File: src/rtl/rv32i_decode_stage_if.sv
// rv32i_decode_stage_if: fetch-to-decode bus carrying the instruction in and decoded controls out
interface rv32i_decode_stage_if;
  logic [31:0] instr;
  logic        instr_valid;
  logic        out_valid;
  logic [3:0]  alu_ops;
  logic        alu_src_imm;
  logic        alu_src_pc;
  logic        reg_write;
  logic        mem_read;
  logic        mem_write;
  logic [1:0]  mem_width;
  logic        mem_unsigned;
  logic        is_branch;
  logic [2:0]  branch_type;
  logic        is_jump;
  logic        is_jalr;
  logic [4:0]  rs1;
  logic [4:0]  rs2;
  logic        rs1_used;
  logic        rs2_used;
  logic [4:0]  rd;
  logic [31:0] imm;
  logic        illegal;
  modport master(output instr, instr_valid,
                 input out_valid, alu_ops, alu_src_imm, alu_src_pc, reg_write, mem_read, mem_write, mem_width,
                 mem_unsigned, is_branch, branch_type, is_jump, is_jalr, rs1, rs2, rs1_used, rs2_used, rd, imm, illegal);
  modport slave(input instr, instr_valid,
                output out_valid, alu_ops, alu_src_imm, alu_src_pc, reg_write, mem_read, mem_write, mem_width,
                mem_unsigned, is_branch, branch_type, is_jump, is_jalr, rs1, rs2, rs1_used, rs2_used, rd, imm, illegal);
endinterface

File: src/rtl/rv32i_decode_stage.sv
// rv32i_decode_stage: combinational RV32I field decode feeding a single output register stage
module rv32i_decode_stage (
  input logic clk,
  input logic rst_n,
  rv32i_decode_stage_if.slave bus
);
  logic [31:0] w_i;
  logic [6:0]  w_op;
  logic [6:0]  w_f7;
  logic [2:0]  w_f3;
  logic [31:0] w_imm_i;
  logic [31:0] w_imm_s;
  logic [31:0] w_imm_b;
  logic [31:0] w_imm_u;
  logic [31:0] w_imm_j;
  logic [31:0] w_imm;
  logic [3:0]  w_alu;
  logic [3:0]  w_alu_f3;
  logic        w_src_imm;
  logic        w_src_pc;
  logic        w_rw;
  logic        w_mr;
  logic        w_mw;
  logic        w_br;
  logic        w_jmp;
  logic        w_jalr;
  logic        w_r1u;
  logic        w_r2u;
  logic        w_ill;
  logic        w_ok;
  assign w_i     = bus.instr;
  assign w_op    = w_i[6:0];
  assign w_f3    = w_i[14:12];
  assign w_f7    = w_i[31:25];
  assign w_imm_i = {{20{w_i[31]}}, w_i[31:20]};
  assign w_imm_s = {{20{w_i[31]}}, w_i[31:25], w_i[11:7]};
  assign w_imm_b = {{19{w_i[31]}}, w_i[31], w_i[7], w_i[30:25], w_i[11:8], 1'b0};
  assign w_imm_u = {w_i[31:12], 12'b0};
  assign w_imm_j = {{11{w_i[31]}}, w_i[31], w_i[19:12], w_i[20], w_i[30:21], 1'b0};
  // funct3 to ALU op for the funct7=0000000 flavour of R-type and OP-IMM
  assign w_alu_f3 = w_f3 == 3'b000 ? 4'd0 : w_f3 == 3'b001 ? 4'd2 : w_f3 == 3'b010 ? 4'd3 :
                    w_f3 == 3'b011 ? 4'd4 : w_f3 == 3'b100 ? 4'd5 : w_f3 == 3'b101 ? 4'd6 :
                    w_f3 == 3'b110 ? 4'd8 : 4'd9;
  // a control only leaves the stage for a valid, legal instruction
  assign w_ok = bus.instr_valid & ~w_ill;
  // per-opcode control and immediate selection; illegal encodings keep their decoded immediate
  always_comb begin
    w_alu = 4'd0; w_src_imm = 1'b0; w_src_pc = 1'b0; w_rw = 1'b0; w_mr = 1'b0; w_mw = 1'b0;
    w_br = 1'b0; w_jmp = 1'b0; w_jalr = 1'b0; w_r1u = 1'b0; w_r2u = 1'b0; w_imm = 32'd0; w_ill = 1'b0;
    case (w_op)
      7'b0110011: begin
        w_rw = 1'b1; w_r1u = 1'b1; w_r2u = 1'b1;
        w_alu = w_f7[5] ? (w_f3 == 3'b000 ? 4'd1 : 4'd7) : w_alu_f3;
        w_ill = !(w_f7 == 7'b0 || (w_f7 == 7'b0100000 && (w_f3 == 3'b000 || w_f3 == 3'b101)));
      end
      7'b0010011: begin
        w_rw = 1'b1; w_r1u = 1'b1; w_src_imm = 1'b1; w_imm = w_imm_i;
        w_alu = (w_f3 == 3'b101 && w_f7[5]) ? 4'd7 : w_alu_f3;
        w_ill = (w_f3 == 3'b001 && w_f7 != 7'b0) || (w_f3 == 3'b101 && w_f7 != 7'b0 && w_f7 != 7'b0100000);
      end
      7'b0000011: begin
        w_mr = 1'b1; w_rw = 1'b1; w_r1u = 1'b1; w_src_imm = 1'b1; w_imm = w_imm_i;
        w_ill = w_f3 == 3'b011 || w_f3 == 3'b110 || w_f3 == 3'b111;
      end
      7'b0100011: begin
        w_mw = 1'b1; w_r1u = 1'b1; w_r2u = 1'b1; w_src_imm = 1'b1; w_imm = w_imm_s;
        w_ill = w_f3[2] || w_f3 == 3'b011;
      end
      7'b1100011: begin
        w_br = 1'b1; w_alu = 4'd1; w_r1u = 1'b1; w_r2u = 1'b1; w_imm = w_imm_b;
        w_ill = w_f3 == 3'b010 || w_f3 == 3'b011;
      end
      7'b1101111: begin
        w_jmp = 1'b1; w_rw = 1'b1; w_imm = w_imm_j;
      end
      7'b1100111: begin
        w_jmp = 1'b1; w_jalr = 1'b1; w_rw = 1'b1; w_r1u = 1'b1; w_src_imm = 1'b1; w_imm = w_imm_i;
        w_ill = w_f3 != 3'b000;
      end
      7'b0110111: begin
        w_alu = 4'd10; w_src_imm = 1'b1; w_rw = 1'b1; w_imm = w_imm_u;
      end
      7'b0010111: begin
        w_src_pc = 1'b1; w_src_imm = 1'b1; w_rw = 1'b1; w_imm = w_imm_u;
      end
      7'b0001111, 7'b1110011: w_imm = w_imm_i;
      default: w_ill = 1'b1;
    endcase
  end
  // output register: raw fields always load, controls gated by validity and legality
  always_ff @(posedge clk or negedge rst_n) begin
    if (!rst_n) begin
      bus.out_valid <= 1'b0; bus.alu_ops <= 4'd0; bus.alu_src_imm <= 1'b0; bus.alu_src_pc <= 1'b0;
      bus.reg_write <= 1'b0; bus.mem_read <= 1'b0; bus.mem_write <= 1'b0; bus.mem_width <= 2'b00;
      bus.mem_unsigned <= 1'b0; bus.is_branch <= 1'b0; bus.branch_type <= 3'b000; bus.is_jump <= 1'b0;
      bus.is_jalr <= 1'b0; bus.rs1 <= 5'd0; bus.rs2 <= 5'd0; bus.rs1_used <= 1'b0; bus.rs2_used <= 1'b0;
      bus.rd <= 5'd0; bus.imm <= 32'd0; bus.illegal <= 1'b0;
    end else begin
      bus.out_valid    <= bus.instr_valid;
      bus.alu_ops      <= w_ok ? w_alu : 4'd0;
      bus.alu_src_imm  <= w_ok & w_src_imm;
      bus.alu_src_pc   <= w_ok & w_src_pc;
      bus.reg_write    <= w_ok & w_rw & (w_i[11:7] != 5'd0);
      bus.mem_read     <= w_ok & w_mr;
      bus.mem_write    <= w_ok & w_mw;
      bus.mem_width    <= (w_ok & (w_mr | w_mw)) ? w_f3[1:0] : 2'b00;
      bus.mem_unsigned <= w_ok & w_mr & w_f3[2];
      bus.is_branch    <= w_ok & w_br;
      bus.branch_type  <= (w_ok & w_br) ? w_f3 : 3'b000;
      bus.is_jump      <= w_ok & w_jmp;
      bus.is_jalr      <= w_ok & w_jalr;
      bus.rs1          <= w_i[19:15];
      bus.rs2          <= w_i[24:20];
      bus.rs1_used     <= w_ok & w_r1u;
      bus.rs2_used     <= w_ok & w_r2u;
      bus.rd           <= w_i[11:7];
      bus.imm          <= w_imm;
      bus.illegal      <= bus.instr_valid & w_ill;
    end
  end
endmodule

File: src/flat_wrapper.sv
// flat-port wrapper written by rule: the top's interface ports become plain ports
module rv32i_decode_stage_flat 
  (clk, rst_n, bus_instr, bus_instr_valid, bus_out_valid, bus_alu_ops, bus_alu_src_imm, bus_alu_src_pc, bus_reg_write, bus_mem_read, bus_mem_write, bus_mem_width, bus_mem_unsigned, bus_is_branch, bus_branch_type, bus_is_jump, bus_is_jalr, bus_rs1, bus_rs2, bus_rs1_used, bus_rs2_used, bus_rd, bus_imm, bus_illegal);
  rv32i_decode_stage_if bus_i ();
  input logic clk;
  input logic rst_n;
  input wire logic [$bits(bus_i.instr)-1:0] bus_instr;
  input wire logic [$bits(bus_i.instr_valid)-1:0] bus_instr_valid;
  output wire logic [$bits(bus_i.out_valid)-1:0] bus_out_valid;
  output wire logic [$bits(bus_i.alu_ops)-1:0] bus_alu_ops;
  output wire logic [$bits(bus_i.alu_src_imm)-1:0] bus_alu_src_imm;
  output wire logic [$bits(bus_i.alu_src_pc)-1:0] bus_alu_src_pc;
  output wire logic [$bits(bus_i.reg_write)-1:0] bus_reg_write;
  output wire logic [$bits(bus_i.mem_read)-1:0] bus_mem_read;
  output wire logic [$bits(bus_i.mem_write)-1:0] bus_mem_write;
  output wire logic [$bits(bus_i.mem_width)-1:0] bus_mem_width;
  output wire logic [$bits(bus_i.mem_unsigned)-1:0] bus_mem_unsigned;
  output wire logic [$bits(bus_i.is_branch)-1:0] bus_is_branch;
  output wire logic [$bits(bus_i.branch_type)-1:0] bus_branch_type;
  output wire logic [$bits(bus_i.is_jump)-1:0] bus_is_jump;
  output wire logic [$bits(bus_i.is_jalr)-1:0] bus_is_jalr;
  output wire logic [$bits(bus_i.rs1)-1:0] bus_rs1;
  output wire logic [$bits(bus_i.rs2)-1:0] bus_rs2;
  output wire logic [$bits(bus_i.rs1_used)-1:0] bus_rs1_used;
  output wire logic [$bits(bus_i.rs2_used)-1:0] bus_rs2_used;
  output wire logic [$bits(bus_i.rd)-1:0] bus_rd;
  output wire logic [$bits(bus_i.imm)-1:0] bus_imm;
  output wire logic [$bits(bus_i.illegal)-1:0] bus_illegal;
  assign bus_i.instr = bus_instr;
  assign bus_i.instr_valid = bus_instr_valid;
  assign bus_out_valid = bus_i.out_valid;
  assign bus_alu_ops = bus_i.alu_ops;
  assign bus_alu_src_imm = bus_i.alu_src_imm;
  assign bus_alu_src_pc = bus_i.alu_src_pc;
  assign bus_reg_write = bus_i.reg_write;
  assign bus_mem_read = bus_i.mem_read;
  assign bus_mem_write = bus_i.mem_write;
  assign bus_mem_width = bus_i.mem_width;
  assign bus_mem_unsigned = bus_i.mem_unsigned;
  assign bus_is_branch = bus_i.is_branch;
  assign bus_branch_type = bus_i.branch_type;
  assign bus_is_jump = bus_i.is_jump;
  assign bus_is_jalr = bus_i.is_jalr;
  assign bus_rs1 = bus_i.rs1;
  assign bus_rs2 = bus_i.rs2;
  assign bus_rs1_used = bus_i.rs1_used;
  assign bus_rs2_used = bus_i.rs2_used;
  assign bus_rd = bus_i.rd;
  assign bus_imm = bus_i.imm;
  assign bus_illegal = bus_i.illegal;
  rv32i_decode_stage u_core (.clk(clk), .rst_n(rst_n), .bus(bus_i));
endmodule
File: config.mk
export PLATFORM = sky130hd
export DESIGN_NAME = rv32i_decode_stage_flat
export DESIGN_NICKNAME = d
export VERILOG_FILES = /design/src/rtl/rv32i_decode_stage_if.sv /design/src/rtl/rv32i_decode_stage.sv /design/src/flat_wrapper.sv
export SDC_FILE = /design/constraint.sdc
export NUM_CORES = 1
export LEC_CHECK = 0
export CAP_MARGIN = 20
export CORE_MARGIN = 2
export CORE_UTILIZATION = 65
export DETAILED_ROUTE_END_ITERATION = 7
export DONT_BUFFER_PORTS = 1
export GPL_ROUTABILITY_DRIVEN = 0
export GPL_TIMING_DRIVEN = 0
export PLACE_DENSITY = 0.81
export SYNTH_ARGS = -nofsm -noshare
export SYNTH_HDL_FRONTEND = slang
export SYNTH_SLANG_ARGS = --single-unit
File: constraint.sdc
create_clock -name clk -period 0.8 [get_ports clk]
set_input_delay 0.16 -clock clk [delete_from_list [all_inputs] [get_ports clk]]
set_output_delay 0.16 -clock clk [all_outputs]
set_load 0.01 [all_outputs]
**After elaboration in Yosys (flattened, before gate mapping)**

Cells that the tools add are included.

- Eq/ne operators: 20
- Bitwise gates (word level): 17
- Multiplexer cells: 26
- Reductions and logical operators: 26

Operators by type and width:

| operator | number |
|---|---|
| 32-bit case mux with 5 select lines | 1 |
| 4-bit two-way mux | 9 |
| 7-bit by 6-bit equality test with 1-bit output, second input constant | 4 |
| 7-bit equality test, second input constant | 4 |
| 4-bit case mux with 4 select lines | 1 |
| 1-bit bitwise AND | 15 |
| 7-bit by 5-bit equality test with 1-bit output, second input constant | 2 |
| 3-bit equality test, second input constant | 4 |
| 6-bit OR reduction | 2 |
| 1-bit two-way mux | 11 |
| 5-bit OR reduction | 2 |
| 7-bit by 2-bit equality test with 1-bit output, second input constant | 1 |
| 7-bit by 4-bit equality test with 1-bit output, second input constant | 1 |
| 7-bit zero test | 1 |
| 1-bit logical OR | 7 |
| 7-bit by 6-bit inequality test with 1-bit output, second input constant | 1 |
| 1-bit case mux with 7 select lines | 1 |
| 7-bit nonzero test | 1 |
| 7-bit OR reduction | 1 |
| 3-bit by 2-bit equality test with 1-bit output, second input constant | 2 |
| 3-bit two-way mux | 2 |
| 1-bit logical AND | 5 |
| 5-bit nonzero test | 1 |
| 2-bit OR reduction | 2 |
| 8 further kinds | 8 |

- Output and inout port bits: 69
- Logic and storage cells: 109
- Input bits: 35
- Register bits: 69

**Logic depth before layout (Yosys ltp)**

- Depth in word-level cells: 11
- Depth in mapped cells: 7
- Gate-level depth less buffers: 5

**Worst setup path after synthesis**

Ideal clock, no wire load.

- Kind: input-to-reg
- Start: in bus_instr[3]
- End: reg u_core.bus.alu_ops[2]
- Setup time: 0.120 ns
- Data required time: 0.680 ns
- Slack: -1.110 ns
- Arrival: 1.790 ns
- Buffers on the path: 2
- Stages: 7
- Cells stage by stage: clkbuf_1 -> nand4bb_1 -> nor3_1 -> a21boi_0 -> nand4b_4 -> buf_6 -> nor2_1

- Word-level cells in the longest chain between the ends: 6
- Elaborated cells between the ends (all ways): 17
- Classes of those cells: 11 x eq/ne; 3 x mux; 2 x bitwise; 1 x reduce/logical

Ends and longest elaborated chain:

| item | RTL line | RTL |
|---|---|---|
| from (decl) | flat_wrapper.sv:7 | `input wire logic [$bits(bus_i.instr)-1:0] bus_instr;` |
| 7-bit equality test (tied with other cells) | rv32i_decode_stage.sv:50 | `case (w_op)` |
| 5-bit OR reduction (no source line) | - |  |
| 1-bit case mux with 7 select lines | rv32i_decode_stage.sv:50 |  |
| 1-bit inverter | rv32i_decode_stage.sv:45 | `assign w_ok = bus.instr_valid & ~w_ill;` |
| 1-bit bitwise AND | rv32i_decode_stage.sv:45 |  |
| 4-bit two-way mux (*) | rv32i_decode_stage.sv:100 | `bus.alu_ops <= w_ok ? w_alu : 4'd0;` |
| to (signal assigned) | rv32i_decode_stage.sv:100 |  |
| to (decl) | rv32i_decode_stage_if.sv:29 | `output out_valid, alu_ops, alu_src_imm, alu_src_pc, reg_write, mem_read, mem_write, mem_width,` |

Every way passes the cells marked *; elsewhere a longest branch is shown, timed or not.

**Worst setup path in the final report**

Same ends and word-level chain as after synthesis.

==> qor.yml <==
status: "complete, but fails checks"
failed_checks: "negative hold slack, negative setup slack"
power_leakage_nw: 1.74
track_usage: 0.383
hp-class: "in -> async"
cpPeakStageDelay_ns: 0.55
p_total_mw: 7.00
cts_tree: "built"
netlist_top_cells_area: "dfrtp_1, a21o_1, a21oi_1, nor2_1, and3_1"
wl_per_cell_um: 29.2
ys_seq_area_frac: 0.628
dieHeight_um: 69.0
ys_top_cells_by_count: "dfrtp_1, nor2_1, a21o_1"
relSlewSlack: 0.539
max_freq_mhz: 570
numCtsBuffers: 9
antenna_found_initial: 0
synth_compound_area_frac: 0.174
fillers: 135
fin_hold_ws_ns: -0.502
worst_slack_ns: -0.954
yosys.cell_types.count: 47
syn_to_final_growth_pct: 34.5
swShare: 0.261
core_area_mm2: 0.00403
top_level_ports: 104
finalSetupViolations: 121
yosys.area.top_type: "dfrtp_1"
path_delay_family: "simple AND/OR/NAND/NOR gates"
drtIter0Drc: 385
p_per_area_mw_per_mm2: 1890
p_sw_mw: 1.82
ys_ff_latch: 69
die_w_um: 69.0
yosys.cell_count.top_type: "dfrtp_1"
netlist_area_mm2: 0.00275
place.port_buffers: 0
synth-edff-count: 0
tightest_slew_ns: 0.687
vias_per_cell: 7.39
ys.flop_type: "dfrtp_1"
htree_levels: 3
drive_gt1_frac: 0.248
grt.overflow.total: 0
drt_wl_total_um: 9690
ys_warn_count: 0
rsz0062_at_grt: "yes"
layout_min_cycle_time_ns: 1.75
dr.pass1.iters: 5
p_comb_frac: 0.113
grt_pass1_wl_um: 13800
path_buf_inv: 2
cpMaxStageDelayCell: "nor3_2"
hpwl_um: 4800
cts_hold_buf: 23
drv_slew: 0
synthSimpleGateAreaFrac: 0.159
path_class: "in -> reg"
crit_required_ns: 1.03
syn_inst: 238
grt_start_max_net_pins: 70
drc: 0
internal_power_mw: 5.17
path_clk_slew_ns: 0.07
cts_max_path_buffers: 2
vias: 2452
clkSinkCount: 69
yosys.area.top_type_share: 0.628
die_area_mm2: 0.00477
p_seq_frac: 0.524
path_max_fanout: 9
syn_area_per_cell_um2: 11.5
yosys.area_share.xor_xnor: 0.00637
fin_setup_tns_ns: -31.75
worstPathArrival_ns: 1.98
cp_cell_sequence: "clkbuf_16, or3b_4, nor3_2, o31ai_4, nand4b_4, buf_6, nor2_4"
initial_utilization: 0.682
hold_viol: 69
grt_pass1_vias: 2402
post-place-ws_ns: -1.24
synth-adder-area-share: 0
synthMuxAreaShare: 0.00364
ir_drop_uv: 1390
clockRootBuffer: "clkbuf_8"
antenna_cells: 0
clkPwrFrac: 0.364
post-route-period-util: 2.19
synth_top_family_by_area: "compound AO/OA/AOI/OAI gates"
multi_input_area_mm2: 0.00122
drv_cap: 0
crit_path_end_kind: "flop"
ant_nets: 0
core.rowCount: 23
regArea_mm2: 0.00173
num-nets-final: 314
start_kind: "input port"
async_flop_share: 1.00
synth_nets: 273
placed cells by master, fill, tap and decap left out, types with 3 or more instances in the layout:
cell           netlist  layout
a21oi_2              0       4
a21o_1              19      19
nor2_4               0       7
nor2_2               0       3
inv_1                4       4
nor3_2               2       3
clkbuf_1            13       4
a22o_1               4       4
a21oi_1             15      10
nand3_1              5       4
dfrtp_1             69      69
clkbuf_16            0       6
clkbuf_8             0      13
nand2_1             14      14
buf_4                0       3
buf_6                1       3
o21ai_0              8       7
and3_1               9       9
o21a_1               3       3
nor2_1              20      10
dlygate4sd3_1        0      23
routing by layer:
| layer | vias up | share of wire | track usage |
|---|---|---|---|
| li1 | 939 | - | - |
| met1 | 1189 | 0.37 | 0.522 |
| met2 | 270 | 0.47 | 0.571 |
| met3 | 54 | 0.11 | 0.143 |
| met4 | 0 | 0.042 | 0.135 |
| met5 | - | 0 | 0 |
cell type report:
| cell class | count | area share |
|---|---|---|
| clock buffers | 12 | 0.0420 |
| clock inverters | 2 | 0.00271 |
| multi-input cells | 152 | 0.331 |
| inverters | 4 | 0.00406 |
| flip-flops and latches | 69 | 0.467 |
| repair buffers | 28 | 0.0745 |
| plain buffers | 15 | 0.0616 |
| well taps | 50 | 0.0169 |
stage by stage:
step	utilization	cell area, um^2	cells
final	0.917	3700	332
after global routing	0.917	3700	332
after CTS	0.903	3640	332
after detailed placement	0.759	3060	288
after global placement	0.759	3060	288
after floorplan	-	3000	238
state kept, by name, summed over array words and instances, names as in the netlist, 2 cells and up:
name and cells:
u_core.bus.rd 5, u_core.bus.rs1 5, u_core.bus.rs2 5, u_core.bus.imm 32, u_core.bus.branch_type 3, u_core.bus.alu_ops 4
u_core.bus.mem_width 2
repair_timing:
| action | in CTS | in global routing |
|---|---|---|
| pin swaps | 18 | 5 |
| gates cloned | 3 | 0 |
| gates resized for setup | 21 | 15 |
| setup endpoints to repair | 120 | 121 |
| endpoints found under the hold margin | 117 | 69 |
| setup buffers | 4 | 0 |
worst paths after layout:
kind | slack (ns) | depth (start not counted) | startpoint | end
worst min-delay path | -0.50 | 0 | rst_n | u_core.bus.imm[29]$_DFF_PN0_
min in group clk | 0.03 | 2 | bus_instr[1] | u_core.bus.is_branch$_DFF_PN0_
worst max-delay path | -0.95 | 7 | bus_instr[3] | u_core.bus.alu_ops[2]$_DFF_PN0_
max in group asynchronous | 1.21 | 0 | rst_n | u_core.bus.mem_write$_DFF_PN0_
cells by family after synthesis:
group,Yosys count
simple gates,78
compound gates,69
flops,69
buf+inv,19
xor+xnor,2
mux,1
power by group through the flow:
| stage | logic [mW] | clock network, mW | registers, mW |
|---|---|---|---|
| floorplan | 0.403 | 0 | 3.71 |
| global placement | 0.466 | 0 | 3.72 |
| detailed placement | 0.488 | 0 | 3.73 |
| CTS | 0.694 | 2.45 | 3.66 |
| global route | 0.814 | 2.72 | 3.67 |
| finish | 0.789 | 2.55 | 3.66 |
Note: power is estimated with default switching activity, not from simulation.
